**src/rtl/bk_multiword_seq.sv**
```systemverilog
// rtl/bk_multiword_seq.sv - multi-word add/subtract sequencer driving an external 16-bit adder
module bk_multiword_seq #(
  parameter int WORDS = 4
) (
  input  logic                  clk,
  input  logic                  rst_n,
  input  logic                  in_valid,
  output logic                  in_ready,
  input  logic [16*WORDS-1:0]   in_a,
  input  logic [16*WORDS-1:0]   in_b,
  input  logic                  in_cin,
  input  logic                  in_sub,
  output logic                  out_valid,
  input  logic                  out_ready,
  output logic [16*WORDS-1:0]   out_sum,
  output logic                  out_cout,
  output logic                  out_ovf,
  output logic [15:0]           adder_a,
  output logic [15:0]           adder_b,
  output logic                  adder_cin,
  input  logic [15:0]           adder_sum,
  input  logic                  adder_cout
);

  localparam int W  = 16 * WORDS;
  localparam int IW = $clog2(WORDS);

  typedef enum logic [1:0] {
    IDLE = 2'd0,
    RUN  = 2'd1,
    DONE = 2'd2
  } state_t;

  state_t        state;
  state_t        state_nx;
  logic [W-1:0]  a_reg;
  logic [W-1:0]  b_reg;      // already inverted for subtraction
  logic [W-17:0] work;       // lower words of the result being built
  logic          carry;
  logic [IW-1:0] idx;
  logic          last_word;

  assign last_word = (idx == IW'(WORDS - 1));

  // State register
  always_ff @(posedge clk or negedge rst_n) begin
    if (!rst_n) begin
      state <= IDLE;
    end else begin
      state <= state_nx;
    end
  end

  // Next-state logic, handshake outputs and adder drive (adder idle outside RUN)
  always_comb begin
    state_nx  = state;
    in_ready  = 1'b0;
    out_valid = 1'b0;
    adder_a   = '0;
    adder_b   = '0;
    adder_cin = 1'b0;
    case (state)
      IDLE: begin
        in_ready = rst_n;
        if (in_valid) state_nx = RUN;
      end
      RUN: begin
        adder_a   = a_reg[16*idx +: 16];
        adder_b   = b_reg[16*idx +: 16];
        adder_cin = carry;
        if (last_word) state_nx = DONE;
      end
      DONE: begin
        out_valid = 1'b1;
        if (out_ready) state_nx = IDLE;
      end
      default: state_nx = IDLE;
    endcase
  end

  // Operand capture, word-by-word accumulation and result publication.
  // The visible result registers change only on the final word edge, so a
  // previous result stays intact while the next operation is in flight.
  always_ff @(posedge clk or negedge rst_n) begin
    if (!rst_n) begin
      a_reg    <= '0;
      b_reg    <= '0;
      work     <= '0;
      carry    <= 1'b0;
      idx      <= '0;
      out_sum  <= '0;
      out_cout <= 1'b0;
      out_ovf  <= 1'b0;
    end else begin
      case (state)
        IDLE: begin
          if (in_valid) begin
            a_reg <= in_a;
            b_reg <= in_sub ? ~in_b : in_b;
            carry <= in_sub ? 1'b1 : in_cin;
            idx   <= '0;
          end
        end
        RUN: begin
          carry <= adder_cout;
          idx   <= idx + 1'b1;
          if (last_word) begin
            out_sum  <= {adder_sum, work};
            out_cout <= adder_cout;
            out_ovf  <= (a_reg[W-1] == b_reg[W-1]) && (adder_sum[15] != a_reg[W-1]);
          end else begin
            work[16*idx +: 16] <= adder_sum;
          end
        end
        default: begin
        end
      endcase
    end
  end

endmodule

```
**config.mk**
```make
export PLATFORM = sky130hd
export DESIGN_NAME = bk_multiword_seq
export DESIGN_NICKNAME = d
export VERILOG_FILES = /design/src/rtl/bk_multiword_seq.sv
export SDC_FILE = /design/constraint.sdc
export NUM_CORES = 1
export LEC_CHECK = 0
export BUFFER_PORTS_ARGS = -buffer_cell sky130_fd_sc_hd__buf_4
export CAP_MARGIN = 15
export CORE_ASPECT_RATIO = 0.6
export CORE_MARGIN = 8
export CORE_UTILIZATION = 49
export DETAILED_ROUTE_END_ITERATION = 10
export HOLD_SLACK_MARGIN = 0.02
export PLACE_DENSITY = 0.83
export SLEW_MARGIN = 15
export SYNTH_ARGS = -nofsm -noshare
export SYNTH_HDL_FRONTEND = slang
export SYNTH_SLANG_ARGS = --single-unit
```
**constraint.sdc**
```tcl
create_clock -name clk -period 2.2 [get_ports clk]
set_input_delay 0.11 -clock clk [delete_from_list [all_inputs] [get_ports clk]]
set_output_delay 0.11 -clock clk [all_outputs]
set_load 0.02 [all_outputs]
```
==> summary.md, run 1 <==
| Metric | Value |
|---|---|
| Detailed-route wire length | `between 30,000 and 40,000 um` |
| Worst VDD drop | `approximately 780 uV` |
| Crit path time final | `roughly 2.2 ns` |
| Post-synthesis sequential area ratio | `a little under three fifths` |
| Total Power | `approximately 0.021 W` |
| Core area | `0.0219 mm2` |
| Cell Chain, Critical Path | `buf_12 > buf_12 > mux4_2 > and2_4 > buf_6` |
| Max Fclk | `between 400 and 500 MHz` |
| Initial cell density of the core | `49.5%` |
| Synthesized instance count | `~950` |
| Die X | `between 200 and 250 um` |
| Area delta synth->final | `43.2%` |
| Worst setup SP type | `flop` |
| Io pins | `between 200 and 300` |
| Initial antenna violation count | `4` |
| Root Driver | `clkbuf_16` |
| Reg clk slew, reported paths | `about 0.060 ns` |
| First-pass GRT wire length | `50,600 um` |
| Die Y | `131 um` |
| Largest net degree at the start of global routing | `88` |
| CTS Buf Count | `24` |
| Synth Cell Area | `0.0108 mm2` |
| Syn nets | `approximately 1,100` |
| Slowest cell delay on critical path | `about 0.57 ns` |
| Max-slew violations | `0` |
| Gpl congestion | `roughly 0.79` |
| Max_cap viols | `0` |
| CP max stage cell | `mux4_2` |
| Clock Tree Buf Depth | `3` |
| Final Setup Violations | `0` |
| DP Wirelength | `approximately 19,000 um` |
| Post-synthesis cell type count | `30` |
| Setup crit start | `idx[0]$_DFFE_PN0P_` |
| Critical-path maximum fanout | `9` |
| Full die area | `between 0.02 and 0.03 mm2` |
| Reg-to-reg critical path startpoint | `idx[0]$_DFFE_PN0P_` |
| Vias per Instance | `~5.2` |
| Share of cells above drive strength 1 | `between 30% and 40%` |
| CP dominant cell by count | `buf_12` |
| Total gr overflow | `0` |
| Worst path required time | `roughly 2.1 ns` |
| Detail Route Antenna Nets | `0` |
| WL/cell | `about 20 um` |
| Static Leak | `7.52 nW` |
| Ys Warns | `0` |
| CTS tree | `yes` |
| Detailed Route Iter0 Violations | `just under 500` |
| Fillcell total | `around 1,400` |
| Remaining DRCs | `0` |
| Power Dens Cells | `1330 mW/mm2` |
| Worst-skew pair later-pin latency | `approximately 0.52 ns` |
| Setup WS pre-CTS | `roughly 0.3 ns` |
| Vias in the first global route | `9,147` |
| Total number of H-tree levels | `1` |
| Mean post-synth cell area | `~11 um2` |
| Worst endpoint data arrival time | `2.09 ns` |
| Count of input and output buffers | `roughly 250` |
| Status | `complete, no violations` |
| Worst slew pin tran | `0.519 ns` |
| CTS sink count | `between 200 and 250` |
| Setup Skew | `slightly below 0.02 ns` |
| Final worst slack | `0.00120 ns` |
| Min-Delay Path Class | `primary input to async pin` |
| Via count | `approximately 8,600` |
| Crit. End Element | `primary output` |
| Period utilization | `99.9%` |
| Hold Vio Cnt, Final | `0` |
| Row cnt | `42` |
| FF+latch count, synth | `247` |
| Nets | `between 1,000 and 1,500` |
| Total GRT Usage | `roughly 23%` |
| Crit path kind | `flop to primary output` |
| Unrepaired setup endpoints after global routing | `yes` |
| Relative slew margins | `65.4%` |
| Drt first pass iters | `5` |
| Accumulated negative setup slack | `0 ns` |
critical path, delay by kind of cell (launching register included):
kind,cells,cell delay (ns)
mux,1,0.57
flops,1,0.38
simple gates,1,0.19
buf+inv,3,0.42
kinds of logic after synthesis:
logic type / share of synthesized area (%)
AND/OR/NAND/NOR: 13.5
flip-flops: 57.1
AO/OA/AOI/OAI: 6.72
multiplexers: 13.4
buffers and inverters: 3.47
XOR/XNOR: 5.18
adder cells (fa/ha/maj): 0.578
cells in the mapped netlist (all sizes together):
cell type	n	area, um2
nand2	291	1090
dfrtp	247	6180
o21ai	85	425
mux2	65	732
xnor2	64	561
buf	43	270
a22o	32	280
and2	32	200
mux4	32	721
clkbuf	24	90.1
ha	5	62.6
inv	4	15.0
nand2b	3	18.8
nand4bb	3	33.8
nor2	2	7.51
nor3b	2	15.0
nor4	2	42.5
a21oi	1	5.00
and3b	1	8.76
nand3	1	5.00
nand3b	1	7.51
nor2b	1	6.26
nor4bb	1	10.0
o311ai	1	8.76
o31ai	1	7.51
or3b	1	8.76
layout make-up:
| class | instances | area (um2) | share of cell area, % |
|---|---|---|---|
| flip-flops and latches | 247 | 6180 | 39.9 |
| multi-input cells | 627 | 4340 | 28.0 |
| repair buffers | 425 | 3800 | 24.6 |
| clock buffers | 36 | 716 | 4.62 |
| well taps | 286 | 358 | 2.31 |
| clock inverters | 8 | 62.6 | 0.404 |
| inverters | 4 | 15.0 | 0.0969 |
| diodes | 4 | 10.0 | 0.0646 |
timing repair:
item,4_1_cts,5_1_grt
endpoints found under the setup margin,32,31
cloned,1,2
hold buffers,148,0
pin swaps,1,2
resized for setup,31,12
setup buffers,1,1
endpoints found under the hold margin,443,0
cells in the final DEF (no fill, tap or decap), drive strengths merged, types with 2 or more instances in the layout:
master	synthesis	layout
dlygate4sd3	0	148
nor4	2	2
and2	32	32
mux4	32	32
a22o	32	32
nand2b	3	3
nor2	2	2
clkinv	0	5
mux2	65	65
nor3b	2	2
o21ai	85	85
nand4bb	3	3
nand2	291	291
ha	5	5
diode	0	4
xnor2	64	64
clkinvlp	0	2
inv	4	5
buf	43	275
clkbuf	24	38
dfrtp	247	247
per-stage QoR:
stage | hold slack [ns] | area [um2] | instances | util (%)
2_1_floorplan | -0.186 | 10800 | 945 | -
3_3_place_gp | 0.00759 | 13000 | 1436 | 59.4
3_5_place_dp | 0.00882 | 13000 | 1436 | 59.4
4_1_cts | 0.0568 | 15400 | 1630 | 70.3
5_1_grt | 0.0864 | 15500 | 1636 | 70.8
6_report | 0.0612 | 15500 | 1637 | 70.9
power by group:
part	internal, W	leakage [nW]	switching, W
logic	0.00444	3.96	0.00458
clock network	0.00227	0.381	0.00176
registers	0.00643	3.18	0.00117
layer usage:
metal	track usage [%]	up-vias	share of wire [%]
met3	5.27	81	5.7
met2	38.8	304	48
li1	-	3934	-
met5	0	-	0.025
met4	8.31	2	3.6
met1	29.6	4266	43
path summary, 6_finish.rpt:
kind	end	slack, ns	depth (start not counted)
max	adder_a[2]	0.001	5
min	out_sum[6]$_DFFE_PN0P_	0.06	2
max reg2reg	work[28]$_DFFE_PN0P_	0.13	8
min reg2reg	a_reg[49]$_DFFE_PN0P_	0.48	2
max in group asynchronous	b_reg[14]$_DFFE_PN0P_	1.33	3
min in group clk	idx[1]$_DFFE_PN0P_	0.11	3
Power figures use the tool's default switching activity.
==> run 2, diff against run 1 <==
--- a/config.mk
+++ b/config.mk
@@ -13,7 +13,7 @@
 export DETAILED_ROUTE_END_ITERATION = 10
 export HOLD_SLACK_MARGIN = 0.02
 export PLACE_DENSITY = 0.83
-export SLEW_MARGIN = 15
+export RECOVER_POWER = 50
 export SYNTH_ARGS = -nofsm -noshare
 export SYNTH_HDL_FRONTEND = slang
 export SYNTH_SLANG_ARGS = --single-unit
==> run 2 against run 1 <==
  * Register-to-register slack hardly changed
  * Via count stayed put
  * Sequential share of layout area is 0.47 points higher
  * Combinational power is 2.2% lower
  * Cell count stayed put
  * Wire length is 0.14% higher
  * Highest routed layer unchanged
  * Critical path depth stayed put
  * Critical endpoint unchanged
==> summary.md, run 2 (same netlist as run 1, synthesis figures left out) <==
| Metric | Value |
|---|---|
| Status | `complete, no violations` |
| Worst endpoint data arrival time | `2.08 ns (about the same)` |
| Max Fclk | `456 MHz (+0.31%)` |
| Register-to-Register Path Depth | `8 (unchanged)` |
| Cell Chain, Critical Path | `buf_12 > buf_12 > mux4_2 > and2_4 > buf_6` |
| WL/cell | `19.8 um (+0.14%)` |
| Min Hold Slack | `0.0490 ns (-0.0122 ns)` |
| Largest net degree at the start of global routing | `88 (unchanged)` |
| Core area | `0.0219 mm2 (unchanged)` |
| Final instance area | `0.0153 mm2 (-1.2%)` |
| Vias in the first global route | `9,147 (unchanged)` |
| Gr busiest metal | `met2` |
| Worst slew pin tran | `1.20 ns (+0.684 ns)` |
| Largest delay share family, worst path | `multiplexers` |
| M1 GR Usage | `29.6% (unchanged)` |
| Slowest cell delay on critical path | `0.56 ns (about the same)` |
| Critical-path maximum fanout | `9 (unchanged)` |
| Total Power | `0.0205 W (-0.95%)` |
| Detailed Route Iter0 Violations | `486 (+1.0%)` |
| Detailed-route wire length | `32,400 um (+0.14%)` |
| Met3 Use GR | `5.27% (unchanged)` |
| Max_cap viols | `0 (unchanged)` |
| Reg-to-Reg End | `work[28]$_DFFE_PN0P_` |
| Flop2flop setup slack | `0.13 ns (about the same)` |
| Core Util, Final | `70.0% (-0.83 points)` |
| Initial antenna violation count | `4 (unchanged)` |
| Power Dens Cells | `1340 mW/mm2 (+0.23%)` |
| CTS Buf Count | `24 (unchanged)` |
| Commonest non-fill, non-tap cell in the layout | `nand2_1` |
| Register Area | `0.00618 mm2 (unchanged)` |
| Vias per Instance | `5.25 (unchanged)` |
| Accumulated negative setup slack | `0 ns (unchanged)` |
| Worst-skew pair later-pin latency | `0.52 ns (about the same)` |
| Reg clk slew, reported paths | `0.06 ns (about the same)` |
| Total number of H-tree levels | `1 (unchanged)` |
| Final Setup Violations | `0 (unchanged)` |
| Reg-to-reg critical path startpoint | `idx[0]$_DFFE_PN0P_` |
| Unrepaired setup endpoints after global routing | `yes` |
| CP dominant cell by count | `buf_12` |
| Min-Delay Path Class | `primary input to async pin` |
| Fillcell total | `1,497 (+3.5%)` |
| WP buf/inv | `3 (unchanged)` |
| Max-slew violations | `0 (unchanged)` |
| Row cnt | `42 (unchanged)` |
| Setup Skew | `0.0194 ns (+0.000204 ns)` |
| Relative slew margins | `19.8% (-46 points)` |
| Worst VDD drop | `776 uV (about the same)` |
| Static Leak | `7.34 nW (-2.3%)` |
| Total gr overflow | `0 (unchanged)` |
| First-pass GRT wire length | `50,600 um (unchanged)` |
| CTS tree | `yes` |
| Clock Tree Buf Depth | `3 (unchanged)` |
| DP Wirelength | `19,200 um (unchanged)` |
| Worst path required time | `2.09 ns (about the same)` |
| CTS sink count | `247 (unchanged)` |
| Io pins | `252 (unchanged)` |
| Crit path time final | `2.19 ns (-0.00672 ns)` |
| Period utilization | `99.6% (-0.31 points)` |
| Worst setup SP type | `flop` |
| Die Y | `131 um (unchanged)` |
| Share of cells above drive strength 1 | `29.9% (-3.0 points)` |
| CP max stage cell | `mux4_2` |
| Area delta synth->final | `41.5%` |
| GR Util met2 | `38.8% (unchanged)` |
| Remaining DRCs | `0 (unchanged)` |
| Root Driver | `clkbuf_16` |
| Crit path kind | `flop to primary output` |
| Detail Route Antenna Nets | `0 (unchanged)` |
| Initial cell density of the core | `49.5% (unchanged)` |
| Full die area | `0.0272 mm2 (unchanged)` |
| Crit. End Element | `primary output` |
| DP Area | `0.0130 mm2 (unchanged)` |
| Drt first pass iters | `5 (unchanged)` |
| Multi-input logic area | `0.00434 mm2 (unchanged)` |
| Count of input and output buffers | `251 (unchanged)` |
| Die X | `208 um (unchanged)` |
| Nets | `1,485 (unchanged)` |
| Via count | `8,587 (unchanged)` |
| Commonest cells after routing, fill and taps aside | `291 x nand2_1, 245 x dfrtp_1, 204 x buf_4, 148 x dlygate4sd3_1, 83 x o21ai_0` |
| Total GRT Usage | `23.1% (unchanged)` |
| Hold Vio Cnt, Final | `0 (unchanged)` |
| Gpl congestion | `0.786 (unchanged)` |
[run 2: changes by cell type in the layout (fill, tap and decap cells not counted), sizes merged]
cell	before	now
buf	275	231
clkbuf	38	82
[run 2: through the flow]
step	setup WS, ns	cells
floorplan	0.0842	945
global placement	0.381	1436
detailed placement	0.298	1436
CTS	-0.00248	1630
global route	-0.0359	1636
finish	0.00792	1637
[run 2: how the worst max path moves through the flow]
stage                  startpoint                   end  cells past startpoint
2_1_floorplan  idx[1]$_DFFE_PN0P_  work[22]$_DFFE_PN0P_                      8
3_3_place_gp   idx[0]$_DFFE_PN0P_  work[15]$_DFFE_PN0P_                      6
3_5_place_dp   idx[0]$_DFFE_PN0P_  work[28]$_DFFE_PN0P_                      6
4_1_cts        idx[0]$_DFFE_PN0P_            adder_b[6]                      4
5_1_grt        idx[0]$_DFFE_PN0P_            adder_a[2]                      5
6_report       idx[0]$_DFFE_PN0P_            adder_a[2]                      5
[run 2: area by class of cell]
type,instances,area share (%)
antenna,4,0.0654
clock buffer,36,4.68
clock inverter,8,0.409
inverter,4,0.0981
multi-input combinational,627,28.4
sequential,247,40.4
tap,286,2.34
timing repair buffer,425,23.7
[run 2: layer usage]
metal | wire (um) | vias up
li1 | - | 3931
met1 | 14000 | 4263
met2 | 15400 | 308
met3 | 1790 | 83
met4 | 1200 | 2
met5 | 8 | -
[run 2: repair_timing]
item,CTS,global route
hold endpoints to repair,443,0
setup buffers,1,1
gates resized for setup,31,12
endpoints found under the setup margin,32,31
pin swaps,1,2
hold buffers,148,0
cloned,1,2
[run 2: power by group]
part / switching (W) / leakage (nW) / internal [W]
combinational: 0.00458 / 3.78 / 0.00424
clock: 0.00177 / 0.381 / 0.00227
sequential: 0.00117 / 3.18 / 0.00643
==> run 3, diff against run 2 <==
--- a/config.mk
+++ b/config.mk
@@ -9,10 +9,10 @@
 export CAP_MARGIN = 15
 export CORE_ASPECT_RATIO = 0.6
 export CORE_MARGIN = 8
-export CORE_UTILIZATION = 49
+export CORE_UTILIZATION = 50
 export DETAILED_ROUTE_END_ITERATION = 10
 export HOLD_SLACK_MARGIN = 0.02
-export PLACE_DENSITY = 0.83
+export PLACE_DENSITY = 0.81
 export RECOVER_POWER = 50
 export SYNTH_ARGS = -nofsm -noshare
 export SYNTH_HDL_FRONTEND = slang
==> constraint.sdc (replaced) <==
create_clock -name clk -period 2.3 [get_ports clk]
set_input_delay 0.115 -clock clk [delete_from_list [all_inputs] [get_ports clk]]
set_output_delay 0.115 -clock clk [all_outputs]
set_load 0.02 [all_outputs]
==> run 3 against run 2 <==
  * Register-to-register slack gained 0.10 ns
  * Combinational power shrank 11%
  * Wire length grew 1.5%
  * Critical endpoint is now adder_b[13]
  * Core utilization grew 1.4 points
  * Critical path type unchanged
  * Sequential cell count is the same
  * Sequential share of layout area grew 0.59 points
  * Largest cell class unchanged
  * Largest power group unchanged
  * Die area shrank 1.8%
  * Sequential power shrank 4.6%
==> summary.md, run 3 (same netlist as run 1, synthesis figures left out) <==
| Metric | Value |
|---|---|
| Status | `complete, no violations` |
| CTS sink count | `247 (unchanged)` |
| CTS Buf Count | `23 (-4.2%)` |
| Largest net degree at the start of global routing | `95 (+8.0%)` |
| Area delta synth->final | `39.5%` |
| Min-Delay Path Class | `primary input to flop` |
| Io pins | `252 (unchanged)` |
| Static Leak | `7.19 nW (-2.0%)` |
| Commonest cells after routing, fill and taps aside | `291 x nand2_1, 245 x dfrtp_1, 196 x buf_4, 148 x dlygate4sd3_1, 84 x o21ai_0` |
| Total GRT Usage | `24.3% (+1.2 points)` |
| Final Setup Violations | `0 (unchanged)` |
| Root Driver | `clkbuf_16` |
| Clock Tree Buf Depth | `3 (unchanged)` |
| Vias per Instance | `5.27 (+0.37%)` |
| Commonest non-fill, non-tap cell in the layout | `nand2_1` |
| Reg clk slew, reported paths | `0.06 ns (about the same)` |
| Met1 wire length | `13,500 um (-3.9%)` |
| Nets | `1,481 (-0.27%)` |
| Setup Skew | `0.0132 ns (-0.00622 ns)` |
| Relative slew margins | `13.4% (-6.3 points)` |
| DP Wirelength | `19,600 um (+2.6%)` |
| Fillcell total | `1,428 (-4.6%)` |
| Worst VDD drop | `881 uV (+14%)` |
| Count of input and output buffers | `251 (unchanged)` |
| Core area | `0.0211 mm2 (-3.3%)` |
| Worst setup SP type | `flop` |
| Crit. End Element | `primary output` |
| Crit path time final | `roughly 2.2 ns` |
| Row cnt | `41 (-2.4%)` |
| Drt first pass iters | `4 (-1)` |
| Worst path required time | `2.18 ns (+0.09 ns)` |
| Initial cell density of the core | `51.2% (+1.7 points)` |
| Initial antenna violation count | `4 (unchanged)` |
| Unrepaired setup endpoints after global routing | `no` |
| Max-slew violations | `0 (unchanged)` |
| Die Y | `130 um (-0.88%)` |
| Power Dens Cells | `1270 mW/mm2 (-4.9%)` |
| Gpl congestion | `0.816 (+3.8%)` |
| Highest routed layer | `met4` |
| Crit path kind | `flop to primary output` |
| Total number of H-tree levels | `1 (unchanged)` |
| Hold Vio Cnt, Final | `0 (unchanged)` |
| WL/cell | `20.2 um (+2.2%)` |
| Full die area | `0.0267 mm2 (-1.8%)` |
| Met3 WL | `2090 um (+17%)` |
| Via count | `8,561 (-0.30%)` |
| Detailed Route Iter0 Violations | `483 (-0.62%)` |
| CTS tree | `yes` |
| Die X | `206 um (-0.93%)` |
| Vias in the first global route | `9,292 (+1.6%)` |
| Detailed-route wire length | `32,900 um (+1.5%)` |
| Share of cells above drive strength 1 | `26.6% (-3.3 points)` |
| Worst endpoint data arrival time | `2.12 ns (+0.04 ns)` |
| Critical-path maximum fanout | `32 (+23)` |
| Post-Layout Cell Count | `1,626 (-0.67%)` |
| Accumulated negative setup slack | `0 ns (unchanged)` |
| Worst-skew pair later-pin latency | `0.51 ns (about the same)` |
| First-pass GRT wire length | `51,600 um (+2.1%)` |
| Total gr overflow | `0 (unchanged)` |
| Period utilization | `~97%` |
| Metal2 WL | `16,400 um (+6.4%)` |
| Placed instance count | `1,428 (-0.56%)` |
| Detail Route Antenna Nets | `0 (unchanged)` |
| Max_cap viols | `0 (unchanged)` |
| Max Fclk | `approximately 450 MHz` |
| Worst slew pin tran | `1.30 ns (+0.0951 ns)` |
| Remaining DRCs | `0 (unchanged)` |
-- run 3: cell types whose count changed in the layout (fill, tap and decap cells not counted), moves of 2 or more --
cell       before  now
clkbuf_1       46   68
and2_1         10   28
and2_4         22    4
buf_6          18    0
buf_4         204  196
bufinv_16       0    3
clkbuf_16      26   23
clkinv_2        4    2
clkinv_4        0    2
-- run 3: path summary, 6_finish.rpt --
path,startpoint,end,slack [ns],depth (start not counted)
hold reg to reg,a_reg[38]$_DFFE_PN0P_,a_reg[38]$_DFFE_PN0P_,0.47,2
min in group asynchronous,rst_n,out_sum[26]$_DFFE_PN0P_,0.16,2
setup reg to reg,idx[0]$_DFFE_PN0P_,work[13]$_DFFE_PN0P_,0.23,7
setup / recovery,idx[1]$_DFFE_PN0P_,adder_b[13],0.07,4
hold / removal,in_valid,idx[1]$_DFFE_PN0P_,0.12,3
max in group asynchronous,rst_n,b_reg[24]$_DFFE_PN0P_,0.38,3
-- run 3: where the power goes --
group	internal, W	switching (W)
registers	0.00615	0.00110
logic	0.00360	0.00428
clock network	0.00239	0.00167
total	0.0121	0.00705
-- run 3: worst max-delay path, cell delays in order (launching register included) --
cell and delay, ns:
dfrtp_2 0.38, buf_4 0.46, mux4_2 0.39, and2_1 0.19, buf_4 0.16
-- run 3: final cells by class --
class	instances	area (um2)	area share (%)
diodes	5	12.5	0.0829
clock buffers	32	669	4.44
clock inverters	10	141	0.937
inverters	4	15.0	0.0995
multi-input cells	627	4300	28.5
flip-flops and latches	247	6180	41.0
well taps	279	349	2.31
repair buffers	422	3420	22.6
-- run 3: routing by layer --
layer,track usage [%],vias to the layer above
met5,0,-
met2,42.3,326
met3,5.27,77
li1,-,3912
met4,7.19,0
met1,30.5,4246
-- run 3: timing repair --
action | in CTS | in global routing
pin swaps | 0 | 0
hold endpoints to repair | 266 | 0
buffers inserted | 1 | 1
hold buffers | 148 | 0
cloned | 1 | 0
gates resized for setup | 1 | 5
setup endpoints to repair | 32 | 19
-- run 3: per-stage QoR --
stage | setup WS (ns) | util [%] | hold slack [ns] | power [W] | area [um2]
2_1_floorplan | 0.0322 | - | -0.181 | 0.0120 | 10800
3_3_place_gp | 0.495 | 61.5 | 0.121 | 0.0146 | 13000
3_5_place_dp | 0.384 | 61.5 | 0.116 | 0.0149 | 13000
4_1_cts | 0.00799 | 72.5 | 0.115 | 0.0194 | 15300
5_1_grt | 0.000301 | 71.4 | 0.156 | 0.0203 | 15100
6_report | 0.0675 | 71.4 | 0.124 | 0.0192 | 15100
